File: src/rtl/tlp_f2c_dma_writer.sv
// FPGA->CPU DMA writer: packs a 64-bit stream into 3DW memory-write TLPs
// aimed at a circular host buffer, posting the write pointer after each chunk.
`timescale 1ns/1ps
module tlp_f2c_dma_writer #(
  parameter int TLPSIZE_NBITS   = 7,
  parameter int CHUNKSIZE_NBITS = 9,
  parameter int SIZE_NBITS      = 12,
  localparam int PTR_W = SIZE_NBITS - CHUNKSIZE_NBITS
) (
  input  logic             pcieClk_in,
  input  logic             pcieReset_in,
  input  logic [15:0]      cfgBusDev_in,
  input  logic             enable_in,
  input  logic [29:0]      f2cBase_in,
  input  logic [29:0]      mtrBase_in,
  input  logic [PTR_W-1:0] rdPtr_in,
  input  logic [63:0]      f2cData_in,
  input  logic             f2cValid_in,
  output logic             f2cReady_out,
  output logic [63:0]      tx_data_out,
  output logic             tx_valid_out,
  input  logic             tx_ready_in,
  output logic             tx_sop_out,
  output logic             tx_eop_out,
  output logic [PTR_W-1:0] wrPtr_out
);

  localparam int TLP_DW = 2 ** (TLPSIZE_NBITS - 2);
  localparam int TLP_QW = TLP_DW / 2;
  localparam int TLPS_PER_CHUNK = 2 ** (CHUNKSIZE_NBITS - TLPSIZE_NBITS);
  localparam int CHUNK_DW = 2 ** (CHUNKSIZE_NBITS - 2);
  localparam int IDX_W = (CHUNKSIZE_NBITS > TLPSIZE_NBITS) ?
                         (CHUNKSIZE_NBITS - TLPSIZE_NBITS) : 1;
  localparam int QW_W = TLPSIZE_NBITS - 2;

  localparam logic [2:0] FMT_H3DW_WITHDATA = 3'b010;
  localparam logic [4:0] TYPE_MEM_RW_REQ   = 5'b00000;

  localparam logic [9:0]       DATA_LEN = 10'(TLP_DW);
  localparam logic [QW_W-1:0]  LAST_QW  = QW_W'(TLP_QW - 1);
  localparam logic [IDX_W-1:0] LAST_IDX = IDX_W'(TLPS_PER_CHUNK - 1);
  localparam logic [29:0]      CHUNK_STRIDE = 30'(CHUNK_DW);
  localparam logic [29:0]      TLP_STRIDE   = 30'(TLP_DW);

  typedef enum logic [2:0] {
    IDLE, HDR0, HDR1, BODY, TAIL, MTR0, MTR1
  } state_t;

  state_t           state;
  logic [PTR_W-1:0] wr_ptr;
  logic [IDX_W-1:0] tlp_idx;
  logic [31:0]      hold;
  logic [QW_W-1:0]  qw_cnt;

  logic        full;
  logic        tx_fire;
  logic [29:0] dma_addr;

  // Write0 QW: lower DW is the fmt/type/length word, upper DW the ID/BE word.
  function automatic logic [63:0] wr0_qw(
    input logic [9:0]  len,
    input logic [3:0]  last_be,
    input logic [15:0] req_id
  );
    return {req_id, 8'h00, last_be, 4'hF,
            FMT_H3DW_WITHDATA, TYPE_MEM_RW_REQ,
            8'h00, 6'b000000, len};
  endfunction

  assign full     = (wr_ptr + PTR_W'(1)) == rdPtr_in;
  assign tx_fire  = tx_valid_out && tx_ready_in;
  assign dma_addr = f2cBase_in
                  + 30'(wr_ptr) * CHUNK_STRIDE
                  + 30'(tlp_idx) * TLP_STRIDE;
  assign wrPtr_out = wr_ptr;

  always_comb begin
    tx_valid_out = 1'b0;
    tx_sop_out   = 1'b0;
    tx_eop_out   = 1'b0;
    tx_data_out  = '0;
    f2cReady_out = 1'b0;
    unique case (state)
      IDLE: ;
      HDR0: begin
        tx_valid_out = 1'b1;
        tx_sop_out   = 1'b1;
        tx_data_out  = wr0_qw(DATA_LEN, 4'hF, cfgBusDev_in);
      end
      HDR1: begin
        tx_valid_out = f2cValid_in;
        f2cReady_out = tx_ready_in;
        tx_data_out  = {f2cData_in[31:0], dma_addr, 2'b00};
      end
      BODY: begin
        tx_valid_out = f2cValid_in;
        f2cReady_out = tx_ready_in;
        tx_data_out  = {f2cData_in[31:0], hold};
      end
      TAIL: begin
        tx_valid_out = 1'b1;
        tx_eop_out   = 1'b1;
        tx_data_out  = {32'h0, hold};
      end
      MTR0: begin
        tx_valid_out = 1'b1;
        tx_sop_out   = 1'b1;
        tx_data_out  = wr0_qw(10'd1, 4'h0, cfgBusDev_in);
      end
      MTR1: begin
        tx_valid_out = 1'b1;
        tx_eop_out   = 1'b1;
        tx_data_out  = {32'(wr_ptr), mtrBase_in, 2'b00};
      end
      default: ;
    endcase
  end

  always_ff @(posedge pcieClk_in or posedge pcieReset_in) begin
    if (pcieReset_in) begin
      state   <= IDLE;
      wr_ptr  <= '0;
      tlp_idx <= '0;
      hold    <= '0;
      qw_cnt  <= '0;
    end else begin
      unique case (state)
        IDLE: begin
          // a started chunk always runs to completion
          if (tlp_idx != '0 || (enable_in && !full))
            state <= HDR0;
        end
        HDR0: begin
          if (tx_fire)
            state <= HDR1;
        end
        HDR1: begin
          if (tx_fire) begin
            hold   <= f2cData_in[63:32];
            qw_cnt <= QW_W'(1);
            state  <= (TLP_QW == 1) ? TAIL : BODY;
          end
        end
        BODY: begin
          if (tx_fire) begin
            hold   <= f2cData_in[63:32];
            qw_cnt <= qw_cnt + QW_W'(1);
            if (qw_cnt == LAST_QW)
              state <= TAIL;
          end
        end
        TAIL: begin
          if (tx_fire) begin
            if (tlp_idx == LAST_IDX) begin
              tlp_idx <= '0;
              wr_ptr  <= wr_ptr + PTR_W'(1);
              state   <= MTR0;
            end else begin
              tlp_idx <= tlp_idx + IDX_W'(1);
              state   <= HDR0;
            end
          end
        end
        MTR0: begin
          if (tx_fire)
            state <= MTR1;
        end
        MTR1: begin
          if (tx_fire)
            state <= IDLE;
        end
        default: state <= IDLE;
      endcase
    end
  end

endmodule

File: config.mk
export PLATFORM = sky130hd
export DESIGN_NAME = tlp_f2c_dma_writer
export DESIGN_NICKNAME = d
export VERILOG_FILES = /design/src/rtl/tlp_f2c_dma_writer.sv
export SDC_FILE = /design/constraint.sdc
export NUM_CORES = 1
export LEC_CHECK = 0
export BUFFER_PORTS_ARGS = -buffer_cell sky130_fd_sc_hd__buf_2
export CAP_MARGIN = 10
export CORE_ASPECT_RATIO = 1.4
export CORE_MARGIN = 2
export CORE_UTILIZATION = 40
export CTS_CLUSTER_DIAMETER = 80
export CTS_CLUSTER_SIZE = 12
export DETAILED_ROUTE_END_ITERATION = 16
export PLACE_DENSITY = 0.79
export SYNTH_ARGS = -nofsm -noshare
export SYNTH_HDL_FRONTEND = slang
export SYNTH_SLANG_ARGS = --single-unit
export TNS_END_PERCENT = 10
File: constraint.sdc
create_clock -name pcieClk_in -period 2.61 [get_ports pcieClk_in]
set_input_delay 0.522 -clock pcieClk_in [delete_from_list [all_inputs] [get_ports pcieClk_in]]
set_output_delay 0.522 -clock pcieClk_in [all_outputs]
set_load 0.02 [all_outputs]
Yosys cells after proc, flatten, opt, wreduce, memory -nomap -nowiden

Cells that the tools add are included.

Add/sub/neg operators: 5
Equal/unequal tests: 17
Mux-type cells: 19
Reductions and logical operators: 16

Operators with widths:

| operator                                                              | count |
|---|---|
| 64-bit one-hot mux with 6 select lines                                | 1 |
| 30-bit by 10-bit adder with 30-bit output                             | 1 |
| 30-bit by 7-bit adder with 30-bit output                              | 1 |
| 3-bit two-way mux                                                     | 9 |
| 3-bit one-hot mux with 7 select lines                                 | 1 |
| 2-bit != test, second input constant                                  | 8 |
| 5-bit two-way mux                                                     | 2 |
| 5-bit one-hot mux with 2 select lines                                 | 1 |
| 3-bit equality test, second input constant                            | 3 |
| 8-bit AND reduction                                                   | 1 |
| 3-bit by 2-bit equality test with 1-bit output, second input constant | 2 |
| 3-bit AND reduction                                                   | 2 |
| 2-bit OR reduction                                                    | 3 |
| 5-bit by 1-bit adder with 5-bit output, second input constant         | 1 |
| 5-bit by 4-bit equality test with 1-bit output, second input constant | 1 |
| 2-bit AND reduction                                                   | 2 |
| 2-bit nonzero test                                                    | 2 |
| 4-bit OR reduction                                                    | 1 |
| 3-bit by 1-bit adder with 3-bit output, second input constant         | 1 |
| 3-bit by 1-bit equality test with 1-bit output, second input constant | 1 |
| 3-bit equality test                                                   | 1 |
| 3-bit zero test                                                       | 1 |
| 1-bit two-way mux                                                     | 3 |
| 2-bit by 1-bit adder with 2-bit output, second input constant         | 1 |
| 6 further kinds                                                       | 7 |

Register bits after elaboration: 45
Input port bits: 148
Output and inout port bits: 71
Word-level logic and storage cells: 62

Logic depth before layout (Yosys ltp)

Gate-level depths: netlist of run 1.

Depth after elaboration: 7
Depth in mapped cells: 8
Mapped depth without buffers: 8

Worst setup path before layout of run 1

No wires, ideal clock.

Path kind: input -> output
Start: in f2cBase_in[5]
End: out tx_data_out[27]
Arrival: 2.429 ns
Data required time: 2.088 ns
Slack: -0.341 ns
Stages: 8
Path buffers: 0
Cells stage by stage: ha_1 > inv_1 > fa_1 > nor2b_1 > o2111ai_4 > a211oi_2 > xnor2_1 > o21ai_0

Longest elaborated chain between the ends: 3

RTL lines:

| item                                      | RTL line | source |
|---|---|---|
| start: declaration                        | 14       | `input logic [29:0] f2cBase_in,` |
| 30-bit by 10-bit adder with 30-bit output | 73       | `+ 30'(wr_ptr) * CHUNK_STRIDE` |
| 30-bit by 7-bit adder with 30-bit output  | 74       | `+ 30'(tlp_idx) * TLP_STRIDE;` |
| 64-bit one-hot mux with 6 select lines    | 83       | `unique case (state)` |
| end: declaration                          | 20       | `output logic [63:0] tx_data_out,` |

Every way passes these cells.

Worst setup path after layout of run 1

Start: reg tlp_idx[0]
End: out tx_data_out[31]

Longest elaborated chain between the ends: 2

RTL lines:

| item                                     | RTL line | source |
|---|---|---|
| start: declaration                       | 51       | `logic [IDX_W-1:0] tlp_idx;` |
| start signal: assignment                 | 159      | `tlp_idx <= tlp_idx + IDX_W'(1);` |
| 30-bit by 7-bit adder with 30-bit output | 74       |  |
| 64-bit one-hot mux with 6 select lines   | 83       |  |

Every way passes these cells.

==> results of run 1 <==
through the flow:
step / instances / setup slack, ns / power [mW] / area (um^2)
4_1_cts: 814 / -0.376 / 4.95 / 5300
2_1_floorplan: 472 / -0.0397 / 3.02 / 3650
3_3_place_gp: 805 / -0.297 / 4.12 / 5080
5_1_grt: 815 / -0.479 / 5.29 / 5330
6_report: 815 / -0.374 / 4.97 / 5330
3_5_place_dp: 805 / -0.357 / 4.18 / 5080
critical path, cell delays in order, from the launching register on:
cell and delay, ns:
dfrtp_1 0.35, ha_2 0.19, inv_2 0.04, fa_2 0.37, nor2b_4 0.15, o2111ai_4 0.22, a2111oi_4 0.43, xnor2_1 0.13
o21ai_2 0.16, buf_6 0.13
report_power, final:
part           switching (mW)  internal (mW)
combinational            1.89           1.16
clock                   0.280          0.445
sequential              0.209          0.973
total                    2.38           2.58
cell usage in the layout (no fill, tap or decap), types with 3 or more instances in the layout:
| cell | n |
|---|---|
| dfrtp_1 | 43 |
| a21oi_1 | 17 |
| and3_1 | 4 |
| clkbuf_16 | 5 |
| nand2b_1 | 3 |
| buf_2 | 210 |
| buf_4 | 47 |
| a22oi_1 | 18 |
| nand2_1 | 128 |
| a22o_1 | 19 |
| o21ai_1 | 14 |
| nand3_1 | 11 |
| a21o_1 | 5 |
| o2111ai_1 | 4 |
| o21ai_0 | 21 |
| xor2_1 | 12 |
| o21ai_2 | 5 |
| inv_1 | 13 |
| and2_1 | 10 |
| nor2_1 | 23 |
| ha_1 | 8 |
| mux2i_1 | 11 |
| xnor2_1 | 14 |
kinds of logic (layout without fill, tap and decap cells):
group / count (synthesis) / count (layout)
muxes: 13 / 13
other: 0 / 1
adders and majority gates: 11 / 11
DFF: 45 / 45
xor gates and xnor gates: 26 / 26
AOI/OAI and AO/OA: 130 / 130
buffers and inverters: 47 / 282
and+or+nand+nor: 200 / 200
metal layers:
metal  part of all wire  global-route usage  up-vias
met3               0.11               0.104       20
li1                   -                   -     2134
met4              0.020              0.0836        0
met5                  0                   0        -
met2               0.52               0.534      213
met1               0.34               0.281     2060
cell type report:
| type | instances | area share |
|---|---|---|
| multi-input cells | 380 | 0.449 |
| well taps | 107 | 0.0251 |
| clock buffers | 5 | 0.0235 |
| inverters | 15 | 0.0106 |
| repair buffers | 260 | 0.273 |
| flip-flops and latches | 45 | 0.212 |
| diodes | 1 | 0.000469 |
| clock inverters | 2 | 0.00657 |
flip-flops by register name, summed over array words and instances (netlist names):
| name | count |
|---|---|
| state | 3 |
| qw_cnt | 5 |
| wrPtr_out | 3 |
| tlp_idx | 2 |
| hold | 32 |
worst min-delay path by stage:
stage	cells past startpoint	startpoint	endpoint
floorplan	2	hold[1]$_DFFE_PP0P_	hold[1]$_DFFE_PP0P_
global placement	2	hold[1]$_DFFE_PP0P_	hold[1]$_DFFE_PP0P_
detailed placement	2	hold[1]$_DFFE_PP0P_	hold[1]$_DFFE_PP0P_
CTS	2	pcieReset_in	hold[3]$_DFFE_PP0P_
global route	2	pcieReset_in	hold[1]$_DFFE_PP0P_
finish	2	pcieReset_in	hold[9]$_DFFE_PP0P_
timing repair:
action / 4_1_cts / 5_1_grt
endpoints found under the setup margin: 22 / 23
pin swaps: 10 / 1
buffers inserted: 2 / 0
gates resized for setup: 16 / 7
endpoints found under the hold margin: 0 / 0
==> results_dict.tcl, run 1 <==
set metrics [dict create \
    synthesis.nets 631 \
    hold_slack_ns 0.313 \
    crit_type "reg2out" \
    wl_per_cell_um 17.3 \
    hold_buffers 0 \
    slew_headroom 0.565 \
    required_ns 2.09 \
    regToRegStartpoint "qw_cnt[0]$_DFFE_PP0P_" \
    worst-endpoint-arrival_ns 2.46 \
    htree_levels 2 \
    rsz0062_at_grt "yes" \
    ys_warn_count 0 \
    yosysMostFrequentCell "nand2_1" \
    multi_input_area_um2 2400 \
    ys_top_cells_by_area "dfrtp_1 31%, nand2_1 13%, o21ai_0 5.3%" \
    die_x_um 84.4 \
    port_buffers 218 \
    slew_violations 0 \
    overflow 0 \
    grt_pass1_wl_um 21500 \
    worstReg2RegEnd "state[0]$_DFFE_PP0P_" \
    run_status "finished with violations" \
    synth_mux_area_frac 0.0366 \
    area_growth_pct 47.3 \
    dieArea_um2 9840 \
    synth_ff_type "dfrtp_1" \
    fillers 807 \
    peakVddDrop_mv 0.545 \
    max_freq_mhz 335 \
    ys_types 55 \
    drive_gt1_frac 0.421 \
    reg2reg_slack_ns 0.64 \
    clk_pin_slew_ns 0.07 \
    ys_ff_latch 45 \
    cts_buffers 5 \
    coreArea_um2 8930 \
    cts_tree "done" \
    critPathMaxFanout 7 \
    synth_commonest_cells "128 x nand2_1, 45 x dfrtp_1, 38 x o21ai_0" \
    hold_violations 0 \
    maxCapViolCount 0 \
    grt_max_degree 33 \
    routed_wl_um 14100 \
    min_period_ns 2.98 \
    yosys.area.top_type_share 0.311 \
    async_flop_share 1.00 \
    tightest_slew_ns 0.652 \
    skew_ns 0.00399 \
    ant_nets 0 \
    die_h_um 117 \
    endpoint_kind "primary output" \
    synth_xor_area_frac 0.0629 \
    synth-edff-count 0 \
    power_density_nw_per_um2 931 \
    cts_root_buf "clkbuf_16" \
    worstSetupEndpoint "tx_data_out[31]" \
    viasPerCell 5.43 \
    startpoint "tlp_idx[0]$_DFFE_PP0P_" \
    grt_use_total 0.279 \
    vias 4427 \
    final_util 0.598 \
    antenna_found_initial 1 \
    violations "negative setup slack" \
    synth_fa_ha_area_frac 0.0401 \
    start_util 0.406 \
    dp_hpwl_um 11200 \
    ys_seq_area_frac 0.311 \
    drtIter0Drc 292 \
    cts_max_path_buffers 2 \
    fin_crit_sh 1.14 \
    layout.nets 866 \
    regArea_um2 1130 \
    io_pins 219 \
    setup_slack_ns -0.374 \
    leakage_nw 2.80 \
    drt_drc_violations_left 0 \
    clk_latency_ns 0.29 \
    hp-class "in2async" \
    synth_simple_gate_area_frac 0.244 \
    synth_compound_area_frac 0.255 \
    worst_r2r_path_depth 7 \
    avgSynthCellArea_um2 7.67 \
    num_rows 41 \
    cts_sinks 45 \
    gp_congestion 0.841 \
    firstDrtPassIters 4 \
    synthCells 472 \
    grt_pass1_vias 4409 \
    setup_viol 20 \
    yosys.area.top_type "dfrtp_1" \
    synth_top_family_by_area "compound AO/OA/AOI/OAI gates" \
    tns_ns -3.29 \
    cp-start-kind "flop" \
    syn-cell-area_um2 3620 \
]
No activity file was read; power rests on OpenSTA's default activity.
==> inputs of run 2 (changes only) <==
--- a/config.mk
+++ b/config.mk
@@ -7,12 +7,15 @@
 export LEC_CHECK = 0
 export BUFFER_PORTS_ARGS = -buffer_cell sky130_fd_sc_hd__buf_2
 export CAP_MARGIN = 10
+export CELL_PAD_IN_SITES_DETAIL_PLACEMENT = 0
+export CELL_PAD_IN_SITES_GLOBAL_PLACEMENT = 1
 export CORE_ASPECT_RATIO = 1.4
 export CORE_MARGIN = 2
-export CORE_UTILIZATION = 40
+export CORE_UTILIZATION = 27
 export CTS_CLUSTER_DIAMETER = 80
 export CTS_CLUSTER_SIZE = 12
 export DETAILED_ROUTE_END_ITERATION = 16
+export GPL_ROUTABILITY_DRIVEN = 0
 export PLACE_DENSITY = 0.79
 export SYNTH_ARGS = -nofsm -noshare
 export SYNTH_HDL_FRONTEND = slang
==> results_dict.tcl, run 2 (synthesized netlist as in run 1, its figures left out) <==
set metrics [dict create \
    slew_violations 0 \
    dp_cells 885 \
    clk_latency_ns 0.29 \
    min_period_ns 2.98 \
    grt_pass1_vias 4370 \
    run_status "finished with violations" \
    required_ns 2.09 \
    worst-endpoint-arrival_ns 2.46 \
    grt_max_degree 37 \
    max_freq_mhz 336 \
    drive_gt1_frac 0.430 \
    fin_crit_sh 1.14 \
    num_rows 50 \
    routed_wl_um 14900 \
    fin_cells 898 \
    setup_viol 22 \
    cts_buffers 5 \
    grt_use_total 0.197 \
    layout_commonest_cell "buf_2" \
    maxCapViolCount 0 \
    coreArea_um2 13300 \
    largest_register "hold" \
    wl_per_cell_um 16.6 \
    fillers 1396 \
    cts_sinks 45 \
    drt_drc_violations_left 0 \
    port_buffers 218 \
    critPathMaxFanout 7 \
    layout.nets 872 \
    die_h_um 141 \
    cts_root_buf "clkbuf_16" \
    start_util 0.273 \
    overflow 0 \
    slew_headroom 0.631 \
    viasPerCell 4.93 \
    tns_ns -3.84 \
    hp-class "in2async" \
    grt_pass1_wl_um 21900 \
    dp_hpwl_um 12100 \
    clk_pin_slew_ns 0.07 \
    top_regs "hold: 32 flops, qw_cnt: 5 flops" \
    violations "negative setup slack" \
    die_x_um 102 \
    endpoint_kind "primary output" \
    hold_violations 0 \
    tightest_slew_ns 0.553 \
    ant_nets 0 \
    area_growth_pct 52.1 \
    vias 4424 \
    firstDrtPassIters 4 \
    regArea_um2 1130 \
    cp-start-kind "flop" \
    mostFrequentLayoutCells "211 x buf_2, 128 x nand2_1, 53 x buf_4, 43 x dfrtp_1, 24 x nor2_1" \
    antenna_found_initial 1 \
    crit_type "reg2out" \
    leakage_nw 2.82 \
    largest_reg_flops 32 \
    multi_input_area_um2 2430 \
    cts_tree "done" \
    skew_ns 0.00811 \
    drtIter0Drc 145 \
    peakVddDrop_mv 0.379 \
    rsz0062_at_grt "yes" \
    final_util 0.415 \
    htree_levels 2 \
    io_pins 219 \
    power_density_nw_per_um2 902 \
    setup_slack_ns -0.369 \
    dieArea_um2 14400 \
    cts_max_path_buffers 2 \
]
## run 2: worst paths after layout
| path | endpoint | depth (start not counted) | slack (ns) | from |
|---|---|---|---|---|
| worst max-delay path | tx_data_out[29] | 9 | -0.37 | tlp_idx[0]$_DFFE_PP0P_ |
| worst min-delay path | qw_cnt[0]$_DFFE_PP0P_ | 2 | 0.26 | pcieReset_in |
| worst max register to register | state[1]$_DFFE_PP0P_ | 8 | 0.63 | qw_cnt[0]$_DFFE_PP0P_ |
| worst min register to register | hold[1]$_DFFE_PP0P_ | 2 | 0.48 | hold[1]$_DFFE_PP0P_ |
| max in group asynchronous | hold[16]$_DFFE_PP0P_ | 3 | 1.67 | pcieReset_in |
| min in group pcieClk_in | hold[31]$_DFFE_PP0P_ | 3 | 0.41 | f2cData_in[63] |
## run 2: cell type report
| type | instances | share of cell area |
|---|---|---|
| diodes | 2 | 0.000909 |
| clock buffers | 5 | 0.0227 |
| clock inverters | 3 | 0.00841 |
| inverters | 15 | 0.0102 |
| multi-input cells | 380 | 0.442 |
| flip-flops and latches | 45 | 0.205 |
| well taps | 182 | 0.0413 |
| repair buffers | 266 | 0.270 |
## run 2: power by group
| part | total (mW) | switching [mW] | internal, mW |
|---|---|---|---|
| clock network | 0.749 | 0.295 | 0.454 |
| registers | 1.18 | 0.204 | 0.975 |
| logic | 3.04 | 1.88 | 1.16 |
| total | 4.97 | 2.38 | 2.59 |
## run 2: through the flow
step | hold slack, ns | worst slack [ns] | power [mW] | instance area (um^2)
finish | 0.260 | -0.369 | 4.97 | 5510
global route | 0.299 | -0.495 | 5.32 | 5500
CTS | 0.268 | -0.382 | 5.00 | 5470
detailed placement | 0.464 | -0.389 | 4.18 | 5200
global placement | 0.452 | -0.312 | 4.13 | 5200
floorplan | 0.437 | -0.0397 | 3.02 | 3650
## run 2: metal layers
| layer | global-route usage | share of wire |
|---|---|---|
| met2 | 0.377 | 0.52 |
| met5 | 0 | 0 |
| met1 | 0.207 | 0.37 |
| met3 | 0.0575 | 0.096 |
| met4 | 0.0449 | 0.014 |
## run 2: critical path: stages (launching register included)
cell       delay, ns
dfrtp_1         0.36
ha_2            0.19
inv_2           0.04
fa_2            0.37
nor2b_4         0.15
o2111ai_4       0.24
a211oi_4        0.33
mux2i_1         0.25
o21ai_2         0.06
buf_2           0.17
## run 2: timing repair
item,in CTS,in global routing
endpoints found under the hold margin,0,0
buffers inserted,3,0
hold buffers,0,0
setup endpoints to repair,22,25
resized for setup,17,7
pin swaps,6,3
==> inputs of run 3 (changes only) <==
--- a/config.mk
+++ b/config.mk
@@ -5,7 +5,7 @@
 export SDC_FILE = /design/constraint.sdc
 export NUM_CORES = 1
 export LEC_CHECK = 0
-export BUFFER_PORTS_ARGS = -buffer_cell sky130_fd_sc_hd__buf_2
+export BUFFER_PORTS_ARGS = -buffer_cell sky130_fd_sc_hd__buf_4
 export CAP_MARGIN = 10
 export CELL_PAD_IN_SITES_DETAIL_PLACEMENT = 0
 export CELL_PAD_IN_SITES_GLOBAL_PLACEMENT = 1
==> results_dict.tcl, run 3 (synthesized netlist as in run 1, its figures left out) <==
set metrics [dict create \
    htree_levels 2 \
    tightest_slew_ns 0.598 \
    layout_commonest_cell "buf_4" \
    startpoint "tlp_idx[0]$_DFFE_PP0P_" \
    hold_violations 0 \
    start_util 0.273 \
    rsz0062_at_grt "yes" \
    clk_pin_slew_ns 0.07 \
    num_rows 50 \
    skew_ns 0.0110 \
    violations "negative setup slack" \
    power.total_mw 5.38 \
    setup_slack_ns -0.388 \
    busiest_layer "met2" \
    placed_area_um2 5660 \
    slew_violations 0 \
    dp_cells 872 \
    dieArea_um2 14400 \
    worst_r2r_path_depth 6 \
    design_area_um2 5950 \
    largest_register "hold" \
    min_period_ns 3.00 \
    wl_per_cell_um 17.3 \
    maxCapViolCount 0 \
    cp-start-kind "flop" \
    worstSetupEndpoint "tx_data_out[31]" \
    p_comb_frac 0.620 \
    ant_nets 0 \
    reg2reg_slack_ns 0.60 \
    viasPerCell 5.02 \
    worst-endpoint-arrival_ns 2.48 \
    swShare 0.449 \
    hp-class "in2async" \
    crit_type "reg2out" \
    p_switching_mw 2.41 \
    cts_sinks 45 \
    dp_hpwl_um 12300 \
    die_h_um 141 \
    top_regs "hold: 32 flops, qw_cnt: 5 flops" \
    pwr-share-seq 0.221 \
    antenna_found_initial 0 \
    antennaDiodeCount 0 \
    run_status "finished with violations" \
    cts_buffers 5 \
    critPathMaxFanout 7 \
    drive_gt1_frac 0.417 \
    grt_max_degree 33 \
    use_met2 0.375 \
    grt_use_total 0.204 \
    routed_wl_um 15300 \
    die_x_um 102 \
    met3_usage 0.0511 \
    setup_viol 20 \
    slew_headroom 0.601 \
    path_cells "ha_2 -> inv_2 -> fa_2 -> nor2b_4 -> o2111ai_4 -> a2111oi_4 -> xnor2_1 -> o21ai_2 -> buf_6" \
    area_growth_pct 64.3 \
    mostFrequentLayoutCells "246 x buf_4, 128 x nand2_1, 44 x dfrtp_1, 23 x nor2_1, 20 x o21ai_0" \
    peakVddDrop_mv 0.363 \
    required_ns 2.09 \
    cts_tree "done" \
    io_pins 219 \
    regToRegStartpoint "state[2]$_DFFE_PP0P_" \
    fin_crit_sh 1.15 \
    worstReg2RegEnd "qw_cnt[1]$_DFFE_PP0P_" \
    drt_drc_violations_left 0 \
    layout.nets 859 \
    cp_slowest_cell "a2111oi_4" \
    max_stage_delay_ns 0.39 \
    firstDrtPassIters 5 \
    grtUsageMet1 0.226 \
    leakage_nw 2.94 \
    p_int_mw 2.96 \
    hold_buffers 0 \
    largest_reg_flops 32 \
    endpoint_kind "primary output" \
    grt_pass1_vias 4524 \
    vias 4436 \
    drtIter0Drc 186 \
    port_buffers 218 \
    clk_latency_ns 0.30 \
    power_density_nw_per_um2 903 \
    fin_cells 883 \
    overflow 0 \
    cts_max_path_buffers 2 \
    clockPowerShare 0.158 \
    coreArea_um2 13300 \
    max_freq_mhz 334 \
    cts_root_buf "clkbuf_16" \
    grt_pass1_wl_um 22800 \
]
-- run 3: power groups by stage --
stage / clock network (mW) / registers (mW) / logic [mW]
global placement: 0 / 1.18 / 3.28
finish: 0.852 / 1.19 / 3.33
CTS: 0.866 / 1.19 / 3.34
floorplan: 0 / 1.11 / 1.91
detailed placement: 0 / 1.20 / 3.31
global route: 0.897 / 1.23 / 3.59
-- run 3: area by class of cell --
type / count / area (um^2)
multi-input combinational: 380 / 2400
clock buffer: 5 / 125
inverter: 15 / 56.3
fill: 1370 / 7310
timing repair buffer: 253 / 1940
tap: 182 / 228
sequential: 45 / 1130
clock inverter: 3 / 68.8
-- run 3: critical path, delay by kind of cell, from the launching register on --
kind | cells | cell delay, ns
AO/OA/AOI/OAI | 3 | 0.79
XOR/XNOR | 1 | 0.13
adder cells (fa/ha/maj) | 2 | 0.56
buffers and inverters | 2 | 0.17
flip-flops | 1 | 0.37
AND/OR/NAND/NOR | 1 | 0.15
-- run 3: repair_timing --
| item | 4_1_cts | 5_1_grt |
|---|---|---|
| setup endpoints to repair | 22 | 24 |
| gates resized for setup | 11 | 9 |
| pin swaps | 5 | 8 |
| setup buffers | 1 | 2 |
-- run 3: through the flow --
step                       util  setup TNS [ns]  worst slack, ns  hold WS (ns)
after floorplan               -         -0.0867          -0.0397         0.437
after global placement    0.427           -3.38           -0.310         0.451
after detailed placement  0.427           -4.40           -0.368         0.456
after CTS                 0.445           -4.05           -0.411         0.311
after global routing      0.449           -5.81           -0.490         0.341
final                     0.449           -3.69           -0.388         0.299
-- run 3: worst min path at each step --
stage,end,slack [ns],cells after the start
CTS,hold[1]$_DFFE_PP0P_,0.31,2
detailed placement,hold[1]$_DFFE_PP0P_,0.46,2
global placement,hold[1]$_DFFE_PP0P_,0.45,2
finish,hold[1]$_DFFE_PP0P_,0.30,2
floorplan,hold[1]$_DFFE_PP0P_,0.44,2
global route,hold[1]$_DFFE_PP0P_,0.34,2
-- run 3: per-layer routing --
layer	vias up	share of wire
met5	-	0
met4	0	0.021
met3	21	0.099
met2	208	0.51
met1	2091	0.37
li1	2116	-
